File: src/rtl/rr_select8_if.sv
// Request/select/output bundle between the round-robin selector, the Mux8x8 datapath and the
// downstream consumer. The master modport is the selector side.
interface rr_select8_if;
  logic [7:0] REQ;
  logic [7:0] MUX_O;
  logic [2:0] S;
  logic [7:0] ACK;
  logic       O_VALID;
  logic [7:0] O_DATA;
  logic       O_READY;

  modport master (
    input  REQ,
    input  MUX_O,
    input  O_READY,
    output S,
    output ACK,
    output O_VALID,
    output O_DATA
  );

  modport slave (
    output REQ,
    output MUX_O,
    output O_READY,
    input  S,
    input  ACK,
    input  O_VALID,
    input  O_DATA
  );
endinterface

File: src/rtl/rr_select8.sv
// Round-robin selector for an 8-lane byte mux with a one-entry valid/ready output register.
// The rotating pointer names the highest-priority lane for the next grant; the winning lane
// index drives the mux select and the returned byte is captured on the same edge as the ACK.
module rr_select8 (
  input logic      CLK,
  input logic      RESET,
  rr_select8_if.master bus
);

  logic [2:0] ptr_q, ptr_d;
  logic       o_valid_q, o_valid_d;
  logic [7:0] o_data_q, o_data_d;

  logic       hit;
  logic       found;
  logic [2:0] win;
  logic [2:0] idx;
  logic       load;

  // Circular priority search starting at the pointer.
  always_comb begin
    hit   = |bus.REQ;
    found = 1'b0;
    win   = ptr_q;
    idx   = ptr_q;
    for (int unsigned i = 0; i < 8; i++) begin
      idx = ptr_q + 3'(i);
      if (!found && bus.REQ[idx]) begin
        win   = idx;
        found = 1'b1;
      end
    end
  end

  // Capture when a lane is requesting and the register is empty or draining; never in reset.
  always_comb begin
    load = hit & (~o_valid_q | bus.O_READY) & ~RESET;
  end

  // Select and acknowledge outputs; select parks on the pointer when nobody requests.
  always_comb begin
    bus.S   = 3'd0;
    bus.ACK = 8'h00;
    if (!RESET) begin
      bus.S = hit ? win : ptr_q;
    end
    if (load) begin
      bus.ACK = 8'h01 << win;
    end
  end

  // Next-state for pointer and output register.
  always_comb begin
    ptr_d     = ptr_q;
    o_valid_d = o_valid_q;
    o_data_d  = o_data_q;
    if (load) begin
      o_data_d  = bus.MUX_O;
      o_valid_d = 1'b1;
      ptr_d     = win + 3'd1;
    end else if (o_valid_q && bus.O_READY) begin
      o_valid_d = 1'b0;
    end
  end

  // State register with synchronous reset.
  always_ff @(posedge CLK) begin
    if (RESET) begin
      ptr_q     <= 3'd0;
      o_valid_q <= 1'b0;
      o_data_q  <= 8'h00;
    end else begin
      ptr_q     <= ptr_d;
      o_valid_q <= o_valid_d;
      o_data_q  <= o_data_d;
    end
  end

  assign bus.O_VALID = o_valid_q;
  assign bus.O_DATA  = o_data_q;

endmodule

File: src/flat_wrapper.sv
// flat-port wrapper written by rule: the top's interface ports become plain ports
module rr_select8_flat 
  (CLK, RESET, bus_REQ, bus_MUX_O, bus_O_READY, bus_S, bus_ACK, bus_O_VALID, bus_O_DATA);
  rr_select8_if bus_i ();
  input logic CLK;
  input logic RESET;
  input wire logic [$bits(bus_i.REQ)-1:0] bus_REQ;
  input wire logic [$bits(bus_i.MUX_O)-1:0] bus_MUX_O;
  input wire logic [$bits(bus_i.O_READY)-1:0] bus_O_READY;
  output wire logic [$bits(bus_i.S)-1:0] bus_S;
  output wire logic [$bits(bus_i.ACK)-1:0] bus_ACK;
  output wire logic [$bits(bus_i.O_VALID)-1:0] bus_O_VALID;
  output wire logic [$bits(bus_i.O_DATA)-1:0] bus_O_DATA;
  assign bus_i.REQ = bus_REQ;
  assign bus_i.MUX_O = bus_MUX_O;
  assign bus_i.O_READY = bus_O_READY;
  assign bus_S = bus_i.S;
  assign bus_ACK = bus_i.ACK;
  assign bus_O_VALID = bus_i.O_VALID;
  assign bus_O_DATA = bus_i.O_DATA;
  rr_select8 u_core (.CLK(CLK), .RESET(RESET), .bus(bus_i));
endmodule
File: config.mk
export PLATFORM = sky130hd
export DESIGN_NAME = rr_select8_flat
export DESIGN_NICKNAME = d
export VERILOG_FILES = /design/src/rtl/rr_select8_if.sv /design/src/rtl/rr_select8.sv /design/src/flat_wrapper.sv
export SDC_FILE = /design/constraint.sdc
export NUM_CORES = 1
export LEC_CHECK = 0
export ABC_CLOCK_PERIOD_IN_PS = 5600
export BUFFER_PORTS_ARGS = -buffer_cell sky130_fd_sc_hd__buf_2
export CAP_MARGIN = 0
export CORE_MARGIN = 5
export CORE_UTILIZATION = 53
export DETAILED_ROUTE_END_ITERATION = 8
export PLACE_DENSITY = 0.8
export SYNTH_ARGS = -nofsm -noshare
export SYNTH_HDL_FRONTEND = slang
export SYNTH_SLANG_ARGS = --single-unit
export TNS_END_PERCENT = 1
File: constraint.sdc
create_clock -name CLK -period 5.6 [get_ports CLK]
set_clock_uncertainty 0.05 [all_clocks]
set_input_delay 1.4 -clock CLK [delete_from_list [all_inputs] [get_ports CLK]]
set_output_delay 1.4 -clock CLK [all_outputs]
set_load 0.01 [all_outputs]
==> flow_summary_export.csv, run 1 <==
group,metric,value,unit
die,coreArea,0.002734,mm^2
sta,fin_tns_setup,0,ns
drt,drt_iter0_markers,93,
yosys,synth_seq_cells,12,
global_routing,antenna_found_initial,0,
clocking,cts_tree,"yes",
placement,post-place-ws,0.2215,ns
setup_path,path_delay_family,"multiplexers",
yosys,async_flop_share,0,%
setup_path,cp_cell_sequence,"buf_2 -> mux4_1 -> mux2_4 -> nor4b_1 -> a2111oi_1 -> o32ai_2 -> and2_1 -> nor2_1 -> ha_1 -> and2_1 -> buf_2",
global_routing,grt_max_degree,17,
clocking,clk-insertion-delay-late,0.27,ns
clocking,clock_sinks,12,
drt,drtAntennaViolNets,0,
layout,syn_to_final_growth,17.14,%
setup_path,cp.required,4.15,ns
sta,tightest_slew,0.7291,ns
drt,dr.pass1.iters,4,
setup_path,max_stage_delay,0.60,ns
setup_path,path_buf_inv,2,
yosys,ys_seq_area_share,15.89,%
die,start_util,55.29,%
die,fp.dieH,63.40,um
power,p_total,988.8,uW
global_routing,grt_overflow_total,0,
layout,final_cells,229,
setup_path,cp-end-kind,"primary output",
yosys,mappedNetlistNets,180,
status,status,"completed",
placement,dp_hpwl,2.997,mm
power,ir_worst_vdd,0.3295,mV
yosys,synth_common_cells,"20 x nor2_1, 17 x mux2i_1, 12 x dfxtp_1, 10 x mux4_2",
yosys,synth_top_area_cell,"dfxtp_1",
clocking,ctsRootBufferMaster,"clkbuf_4",
sta,min_period_over_period,97.19,%
power,power_leakage,0.0007781,uW
layout,final_core_util,64.76,%
drt,via_count,1471,
global_routing,track_usage,19.77,%
yosys,ys_types,52,
global_routing,grt_pass1_vias,1466,
sta,finalHoldViolations,0,
die,chipWidth,63.40,um
setup_path,crit_type,"in2out",
yosys,synthCells,158,
clocking,clk_pin_slew_worst_paths,0.07,ns
yosys,synth.most_common_cell,"nor2_1",
layout,num_antenna_cells,0,
placement,gp_congestion,0.8357,
drt,totalWireLength,3.825,mm
placement,post-place-cells,225,
sta,fmax,183.7,MHz
drt,routedWlPerCell,16.70,um
setup_path,crit_arrival,3.99,ns
setup_path,slowest_stage,"mux4_1",
run,drv_cap,0,
clocking,clk_path_buf_depth,2,
layout,final_nets,221,
sta,slew_headroom,51.32,%
yosys,synth-edff-count,0,
setup_path,crit_path_max_fanout,7,
clocking,cts_buffers,3,
sta,period_minus_slack,5.443,ns
yosys,yosysWarnings,0,
drt,drc,0,
yosys,yosysTopAreaCellShare,15.89,%
sta,setup_ws,0.1574,ns
die,rows,19,
clocking,cts_setup_buffers,0,
yosys,avgSynthCellArea,9.566,um^2
layout,drive_gt1_share,37.37,%
clocking,htreeDepth,1,
yosys,yosys-top-cells-area,"dfxtp_1 16%, mux4_2 15%, mux2i_1 11%",
clocking,cts_hold_buf,0,
placement,io_buffers,38,
die,die_area,0.004020,mm^2
global_routing,grt_pass1_wl,6.637,mm
setup_path,worstSetupStartpointType,"input pin",
sta,slew_viol_final,0,
sta,setup_viol_count_final,0,
power,powerDensity,558.5,mW/mm^2
worst_hold_path,hold_path.class,"reg2reg",
yosys,synth_area,0.001511,mm^2
clocking,cts_resized,0,
yosys,synth_ff_type,"dfxtp_1",
die,ios,39,
sta,rsz0062_at_grt,"no",
drt,via_per_inst,6.424,
## logic make-up after synthesis
family / Yosys count / synth area share, %
XOR/XNOR: 4 / 2.815
AO/OA/AOI/OAI: 28 / 15.89
adder cells (fa/ha/maj): 3 / 2.484
buffers and inverters: 13 / 4.636
flip-flops: 12 / 15.89
AND/OR/NAND/NOR: 63 / 22.68
multiplexers: 35 / 35.60
## through the flow
| step | hold WS, ns | instance area, um^2 |
|---|---|---|
| after floorplan | 0.4527 | 1511 |
| after global placement | 0.4196 | 1734 |
| after detailed placement | 0.4278 | 1734 |
| after CTS | 0.4453 | 1770 |
| after global routing | 0.4804 | 1770 |
| final | 0.4369 | 1770 |
## power by group
part	leakage (uW)	switching, uW	internal, uW	total (uW)
logic	0.000657	450	359	809
registers	0.0000997	14.3	97.5	112
clock network	0.0000210	28.2	39.5	67.7
total	0.000778	492	496	989
## path summary, 6_finish.rpt
| kind | start | to | slack [ns] | depth (start not counted) |
|---|---|---|---|---|
| worst max-delay path | bus_REQ[6] | bus_ACK[7] | 0.16 | 11 |
| worst min-delay path | u_core.bus.O_DATA[3] | u_core.bus.O_DATA[3] | 0.44 | 2 |
| worst max register to register | u_core.ptr_q[0] | u_core.ptr_q[2] | 2.04 | 12 |
| worst min register to register | u_core.bus.O_DATA[3] | u_core.bus.O_DATA[3] | 0.44 | 2 |
## state kept, by name (all words and copies together), names as in the netlist
| name | cells |
|---|---|
| u_core.bus.O_VALID | 1 |
| u_core.bus.O_DATA | 8 |
| u_core.ptr_q | 3 |
## metal layers
| metal | GRT usage (%) | share of wire [%] |
|---|---|---|
| met5 | 0 | 0 |
| met3 | 1.243 | 5.4 |
| met2 | 34.77 | 51 |
| met4 | 7.792 | 1.9 |
| met1 | 24.89 | 42 |
## cells in the final DEF (no fill, tap or decap), types with 2 or more instances in the layout
cell	Yosys	final
nand4b_1	2	2
nand2_1	7	7
mux2i_1	17	17
mux4_2	10	10
xnor2_1	2	2
a21oi_1	4	4
nor2_1	20	20
nor2b_1	3	3
mux4_1	3	3
o221ai_2	2	2
nand3_1	5	5
mux2_4	2	2
mux2_2	3	3
inv_2	2	2
and2_1	3	3
nand2b_1	7	7
o21ai_0	4	4
inv_1	3	3
buf_4	1	6
or4_1	2	2
dfxtp_1	12	12
buf_2	2	38
o211ai_1	2	2
nor3_1	5	5
clkbuf_4	0	3
ha_1	3	3
a22oi_1	2	2
nor3_2	3	3
## worst min-delay path: stages, from the launching register on
cell and delay [ns]:
dfxtp_1 0.32, mux2i_1 0.06, nor2_1 0.07
## area by class of cell
| cell class | count | area, um^2 |
|---|---|---|
| clock buffer | 4 | 36.28 |
| fill | 212 | 963.4 |
| inverter | 5 | 18.77 |
| multi-input combinational | 133 | 1201 |
| sequential | 12 | 240.2 |
| tap | 31 | 38.79 |
| timing repair buffer | 44 | 235.2 |
(Power assumes the default switching activity.)
==> run 2: changes to the inputs <==
Settings changed: ABC_AREA from default to 1, CORE_UTILIZATION 53 to 52.
==> run 2 against run 1 <==
  * Combinational power increased by 24%
  * Sequential share of layout area increased by 1.6 points
  * Global-route usage decreased by 0.85 points
  * Critical endpoint unchanged
==> flow_summary_export.csv, run 2 <==
group,metric,value,unit
drt,drt_iter0_markers,112,
run,drv_cap,0,
power,p_sw,734.7,uW
power,power_leakage,0.0008950,uW
drt,drc,0,
drt,dr_wl_met3,186,um
sta,rsz0062_at_grt,"no",
yosys,async_flop_share,0,%
power,powerDensity,754.7,mW/mm^2
sta,setup_viol_count_final,0,
global_routing,grt_pass1_vias,1319,
yosys,synthCells,235,
global_routing,track_usage,18.92,%
global_routing,grt_overflow_total,0,
drt,dr.pass1.iters,4,
drt,met2_length,1.652,mm
setup_path,max_stage_delay,0.61,ns
sta,min_period_over_period,88.87,%
layout,fill_cells,250,
die,rows,18,
die,start_util,55.11,%
placement,io_buffers,38,
layout,final_common_cell,"nand2_1",
setup_path,cp.required,4.15,ns
setup_path,crit_arrival,3.53,ns
setup_path,cp_common_cell,"nand2_1",
clocking,cts_tree,"yes",
sta,slew_viol_final,0,
yosys,avgSynthCellArea,5.862,um^2
die,coreArea,0.002500,mm^2
drt,via_count,1569,
layout,largest_reg_flops,8,
clocking,clk-insertion-delay-late,0.26,ns
drt,routedWlPerCell,10.97,um
power,clockPowerShare,4.2,%
drt,drtAntennaViolNets,0,
global_routing,antenna_found_initial,0,
global_routing,grt_pass1_wl,5.540,mm
sta,finalHoldViolations,0,
drt,via_per_inst,5.230,
yosys,yosysTopAreaCellShare,23.98,%
clocking,clock_sinks,12,
layout,drive_gt1_share,27.04,%
yosys,synth_common_cells,"88 x nand2_1, 47 x nand3_1, 15 x inv_1, 14 x nor2_1, 12 x dfxtp_1",
yosys,yosys-top-cells-area,"nand2_1 24%, dfxtp_1 17%, nand3_1 17%",
sta,period_minus_slack,4.977,ns
die,ios,39,
global_routing,grt_max_degree,17,
yosys,synth_area,0.001378,mm^2
clocking,cts_buffers,3,
yosys,synth_top_area_cell,"nand2_1",
yosys,yosysWarnings,0,
yosys,synth-edff-count,0,
setup_path,cp-end-kind,"primary output",
power,seq_power_share,11.9,%
drt,top_layer_used,"met4",
setup_path,worstSetupStartpointType,"flop",
drt,met1_length,1.426,mm
layout,final_nets,294,
yosys,ys_seq_area_share,17.44,%
layout,num_antenna_cells,0,
yosys,mappedNetlistNets,257,
yosys,synth.most_common_cell,"nand2_1",
status,status,"completed",
yosys,synth_ff_type,"dfxtp_1",
layout,layout_common_cells,"88 x nand2_1, 47 x nand3_1, 38 x buf_2, 15 x inv_1, 14 x nor2_1",
clocking,clk_path_buf_depth,2,
clocking,cts_resized,0,
clocking,htreeDepth,1,
clocking,cts_setup_buffers,0,
sta,fin_tns_setup,0,ns
die,die_area,0.003779,mm^2
layout,final_core_util,63.16,%
die,chipWidth,61.47,um
placement,gp_congestion,0.9229,
clocking,ctsRootBufferMaster,"clkbuf_4",
sta,tightest_slew,0.5921,ns
yosys,synth_seq_cells,12,
power,combPwrFrac,83.9,%
power,switching_share,61.65,%
die,fp.dieH,61.47,um
sta,fmax,200.9,MHz
power,ir_worst_vdd,0.4839,mV
layout,syn_to_final_growth,14.62,%
placement,dp_hpwl,2.774,mm
sta,slew_headroom,60.47,%
setup_path,slowest_stage,"dfxtp_1",
yosys,ys_types,28,
clocking,cts_hold_buf,0,
setup_path,crit_path_max_fanout,9,
setup_path,cp_cell_sequence,"clkinv_2 -> ha_1 -> inv_1 -> nand3_1 -> nand2_1 -> nand2_1 -> nand2_1 -> nand3_2 -> nor2_4 -> nand4_1 -> nand2_1 -> inv_1 -> nand2_1 -> nand2_2 -> nand2_1 -> nand2_1 -> inv_1 -> ha_1 -> inv_1 -> nor2_1 -> buf_2",
setup_path,crit_type,"reg2out",
power,p_int,456.9,uW
drt,totalWireLength,3.291,mm
clocking,clk_pin_slew_worst_paths,0.07,ns
worst_hold_path,hold_path.class,"reg2reg",
==> run 2: cell types whose count changed in the layout (fill, tap and decap cells not counted), sizes merged, moves of 4 or more <==
| cell | previous run | this run |
|---|---|---|
| nand2 | 7 | 101 |
| nand3 | 5 | 53 |
| nor2 | 21 | 17 |
| inv | 5 | 18 |
| mux2i | 17 | 0 |
| mux4 | 13 | 0 |
| buf | 44 | 39 |
| nor3 | 8 | 0 |
| nand4 | 0 | 5 |
| nand2b | 7 | 0 |
| mux2 | 5 | 0 |
==> run 2: cells by family after synthesis <==
| kind of cell | share of synthesized area [%] |
|---|---|
| DFF | 17.44 |
| buffers and inverters | 9.990 |
| and+or+nand+nor | 61.58 |
| adders and majority gates | 2.725 |
| AOI/OAI and AO/OA | 4.450 |
| xor gates and xnor gates | 3.815 |
==> run 2: through the flow <==
| step | setup WS, ns | hold WS, ns | power, uW | instance area (um^2) | std cells |
|---|---|---|---|---|---|
| 5_1_grt | 0.3302 | 0.4339 | 1325 | 1579 | 300 |
| 3_5_place_dp | 0.8340 | 0.4050 | 1143 | 1556 | 297 |
| 2_1_floorplan | 1.242 | 0.4395 | 940.4 | 1378 | 235 |
| 3_3_place_gp | 0.8512 | 0.4028 | 1137 | 1556 | 297 |
| 6_report | 0.6233 | 0.4106 | 1192 | 1579 | 300 |
| 4_1_cts | 0.6452 | 0.4146 | 1197 | 1579 | 300 |
==> run 2: final timing paths <==
| kind | start | to | slack, ns | cells after the start |
|---|---|---|---|---|
| max | u_core.ptr_q[1] | bus_ACK[7] | 0.62 | 21 |
| min | u_core.bus.O_DATA[4] | u_core.bus.O_DATA[4] | 0.41 | 2 |
| max reg2reg | u_core.ptr_q[1] | u_core.ptr_q[2] | 2.09 | 19 |
| min reg2reg | u_core.bus.O_DATA[4] | u_core.bus.O_DATA[4] | 0.41 | 2 |
==> run 2: power by group through the flow <==
stage	combinational [uW]	sequential [uW]	clock [uW]
6_report	1000	142	49.6
5_1_grt	1130	147	53.5
4_1_cts	1000	142	52.2
3_5_place_dp	1000	143	0
3_3_place_gp	992	144	0
2_1_floorplan	826	115	0
==> run 2: critical path: cells and delay by family, from the launching register on <==
kind / cells / cell delay (ns)
flops: 1 / 0.61
fa+ha+maj: 2 / 0.58
simple gates: 13 / 1.27
buf+inv: 6 / 0.77
==> run 2: per-layer routing <==
| layer | up-vias | GRT usage (%) |
|---|---|---|
| met2 | 52 | 33.08 |
| li1 | 837 | - |
| met1 | 676 | 26.10 |
| met4 | 0 | 2.727 |
| met5 | - | 0 |
| met3 | 4 | 1.258 |
==> run 2: area by class of cell <==
| cell class | count | area [um^2] | area share, % |
|---|---|---|---|
| inverter | 21 | 81.33 | 5.151 |
| sequential | 12 | 240.2 | 15.21 |
| clock buffer | 3 | 22.52 | 1.426 |
| multi-input combinational | 195 | 999.7 | 63.31 |
| tap | 30 | 37.54 | 2.377 |
| timing repair buffer | 39 | 197.7 | 12.52 |
==> run 3: changes to the inputs <==
Settings changed: BUFFER_PORTS_ARGS -buffer_cell sky130_fd_sc_hd__buf_2 to -buffer_cell sky130_fd_sc_hd__buf_4.
==> run 3 against run 2 <==
  * Die area is the same
  * Largest cell class unchanged
  * First-iteration DRC count fell by 30%
  * Design area rose by 7.4%
  * Clock power grew 36%
  * Critical endpoint unchanged
  * Global-route usage is 1.6 points higher
  * Sequential power is 6% lower
==> flow_summary_export.csv, run 3 (synthesized netlist as in run 2, its figures left out) <==
group,metric,value,unit
run,drv_cap,0,
clocking,clk_path_buf_depth,2,
power,powerDensity,746.2,mW/mm^2
layout,num_antenna_cells,0,
drt,drt_iter0_markers,78,
drt,routedWlPerCell,11.60,um
sta,hold_slack,0.4220,ns
power,p_sw,753.7,uW
setup_path,crit_type,"reg2out",
worst_hold_path,hold_path.class,"reg2reg",
power,clockPowerShare,5.3,%
layout,final_common_cell,"nand2_1",
clocking,clk_pin_slew_worst_paths,0.07,ns
clocking,clk-insertion-delay-late,0.27,ns
layout,layout_common_cells,"88 x nand2_1, 47 x nand3_1, 40 x buf_4, 15 x inv_1, 14 x nor2_1",
sta,setup_viol_count_final,0,
sta,slew_viol_final,0,
die,fp.dieH,61.47,um
setup_path,worstSetupStartpointType,"flop",
power,power_leakage,0.0009271,uW
die,ios,39,
setup_path,crit_arrival,3.54,ns
clocking,cts_tree,"yes",
power,ir_worst_vdd,0.4869,mV
drt,via_count,1573,
sta,tightest_slew,0.5803,ns
drt,totalWireLength,3.504,mm
global_routing,grt_pass1_vias,1401,
setup_path,crit_start,"u_core.ptr_q[1]",
setup_path,worstReg2RegStart,"u_core.ptr_q[1]",
drt,drc,0,
status,status,"completed",
clocking,cts_resized,0,
drt,drtAntennaViolNets,0,
worst_hold_path,hold_path.startpoint,"u_core.bus.O_DATA[1]",
layout,final_core_util,67.82,%
setup_path,cp-end-kind,"primary output",
clocking,cts_setup_buffers,0,
sta,fin_tns_setup,0,ns
die,chipWidth,61.47,um
die,rows,18,
layout,syn_to_final_growth,23.07,%
sta,fmax,200.3,MHz
sta,min_period_over_period,89.15,%
global_routing,track_usage,20.50,%
power,p_int,511.4,uW
placement,post-place-ws,0.8219,ns
layout,final_nets,295,
global_routing,grt_overflow_total,0,
die,die_area,0.003779,mm^2
global_routing,antenna_found_initial,0,
placement,dp_hpwl,2.892,mm
power,combPwrFrac,84.1,%
clocking,clock_sinks,12,
placement,io_buffers,38,
setup_path,cp.required,4.15,ns
clocking,cts_buffers,3,
power,p_total,1265,uW
power,seq_power_share,10.5,%
sta,rsz0062_at_grt,"no",
sta,slew_headroom,61.26,%
global_routing,grt_pass1_wl,5.968,mm
layout,largest_reg_flops,8,
clocking,cts_hold_buf,0,
setup_path,crit_path_max_fanout,9,
sta,period_minus_slack,4.993,ns
global_routing,grt_max_degree,16,
drt,dr.pass1.iters,4,
die,coreArea,0.002500,mm^2
sta,finalHoldViolations,0,
placement,gp_congestion,0.8855,
die,start_util,55.11,%
power,switching_share,59.58,%
sta,setup_ws,0.6074,ns
clocking,ctsRootBufferMaster,"clkbuf_4",
layout,drive_gt1_share,27.57,%
clocking,htreeDepth,1,
layout,fill_cells,245,
drt,via_per_inst,5.209,
## run 3: cell types whose count changed in the layout (fill, tap and decap cells not counted)
| cell | before | now |
|---|---|---|
| buf_2 | 38 | 0 |
| buf_4 | 1 | 40 |
| clkbuf_8 | 0 | 1 |
## run 3: layer usage
metal  GRT usage, %  vias to the layer above  routed length (um)
li1               -                      839                   -
met1          27.07                      685                1533
met2          34.44                       43                1705
met3          3.145                        6                 218
met4          6.061                        0                  47
met5              0                        -                   0
## run 3: path summary, 6_finish.rpt
check | depth (start not counted) | slack [ns] | end
hold reg to reg | 2 | 0.42 | u_core.bus.O_DATA[1]
hold / removal | 2 | 0.42 | u_core.bus.O_DATA[1]
setup reg to reg | 19 | 2.08 | u_core.ptr_q[2]
setup / recovery | 21 | 0.61 | bus_ACK[7]
## run 3: worst max-delay path, stage by stage (launching register included)
cell and delay (ns):
dfxtp_1 0.63, clkinv_2 0.27, ha_1 0.46, inv_1 0.23, nand3_1 0.15, nand2_1 0.12
nand2_1 0.06, nand2_1 0.10, nand3_2 0.09, nor2_4 0.14, nand4_1 0.15, nand2_1 0.10
inv_1 0.04, nand2_1 0.06, nand2_2 0.07, nand2_1 0.09, nand2_1 0.07, inv_1 0.06
ha_1 0.13, inv_1 0.04, nor2_1 0.10, buf_4 0.13
## run 3: power by group through the flow
stage,logic (uW),clock network [uW],registers (uW)
2_1_floorplan,826,0,115
3_3_place_gp,1050,0,135
3_5_place_dp,1060,0,135
4_1_cts,1070,68.0,133
5_1_grt,1190,72.2,136
6_report,1060,67.5,133
## run 3: cell type report
cell class                      instances  area, um^2  area share (%)
Timing Repair Buffer                   40       300.3           17.71
Multi-Input combinational cell        195       999.7           58.97
Inverter                               21       81.33           4.797
Tap cell                               30       37.54           2.214
Clock buffer                            4       36.28           2.140
Sequential cell                        12       240.2           14.17
## run 3: stage by stage
step	cell area [um^2]	std cells
after detailed placement	1659	298
after floorplan	1378	235
after global placement	1659	298
final	1695	302
after global routing	1695	302
after CTS	1695	302
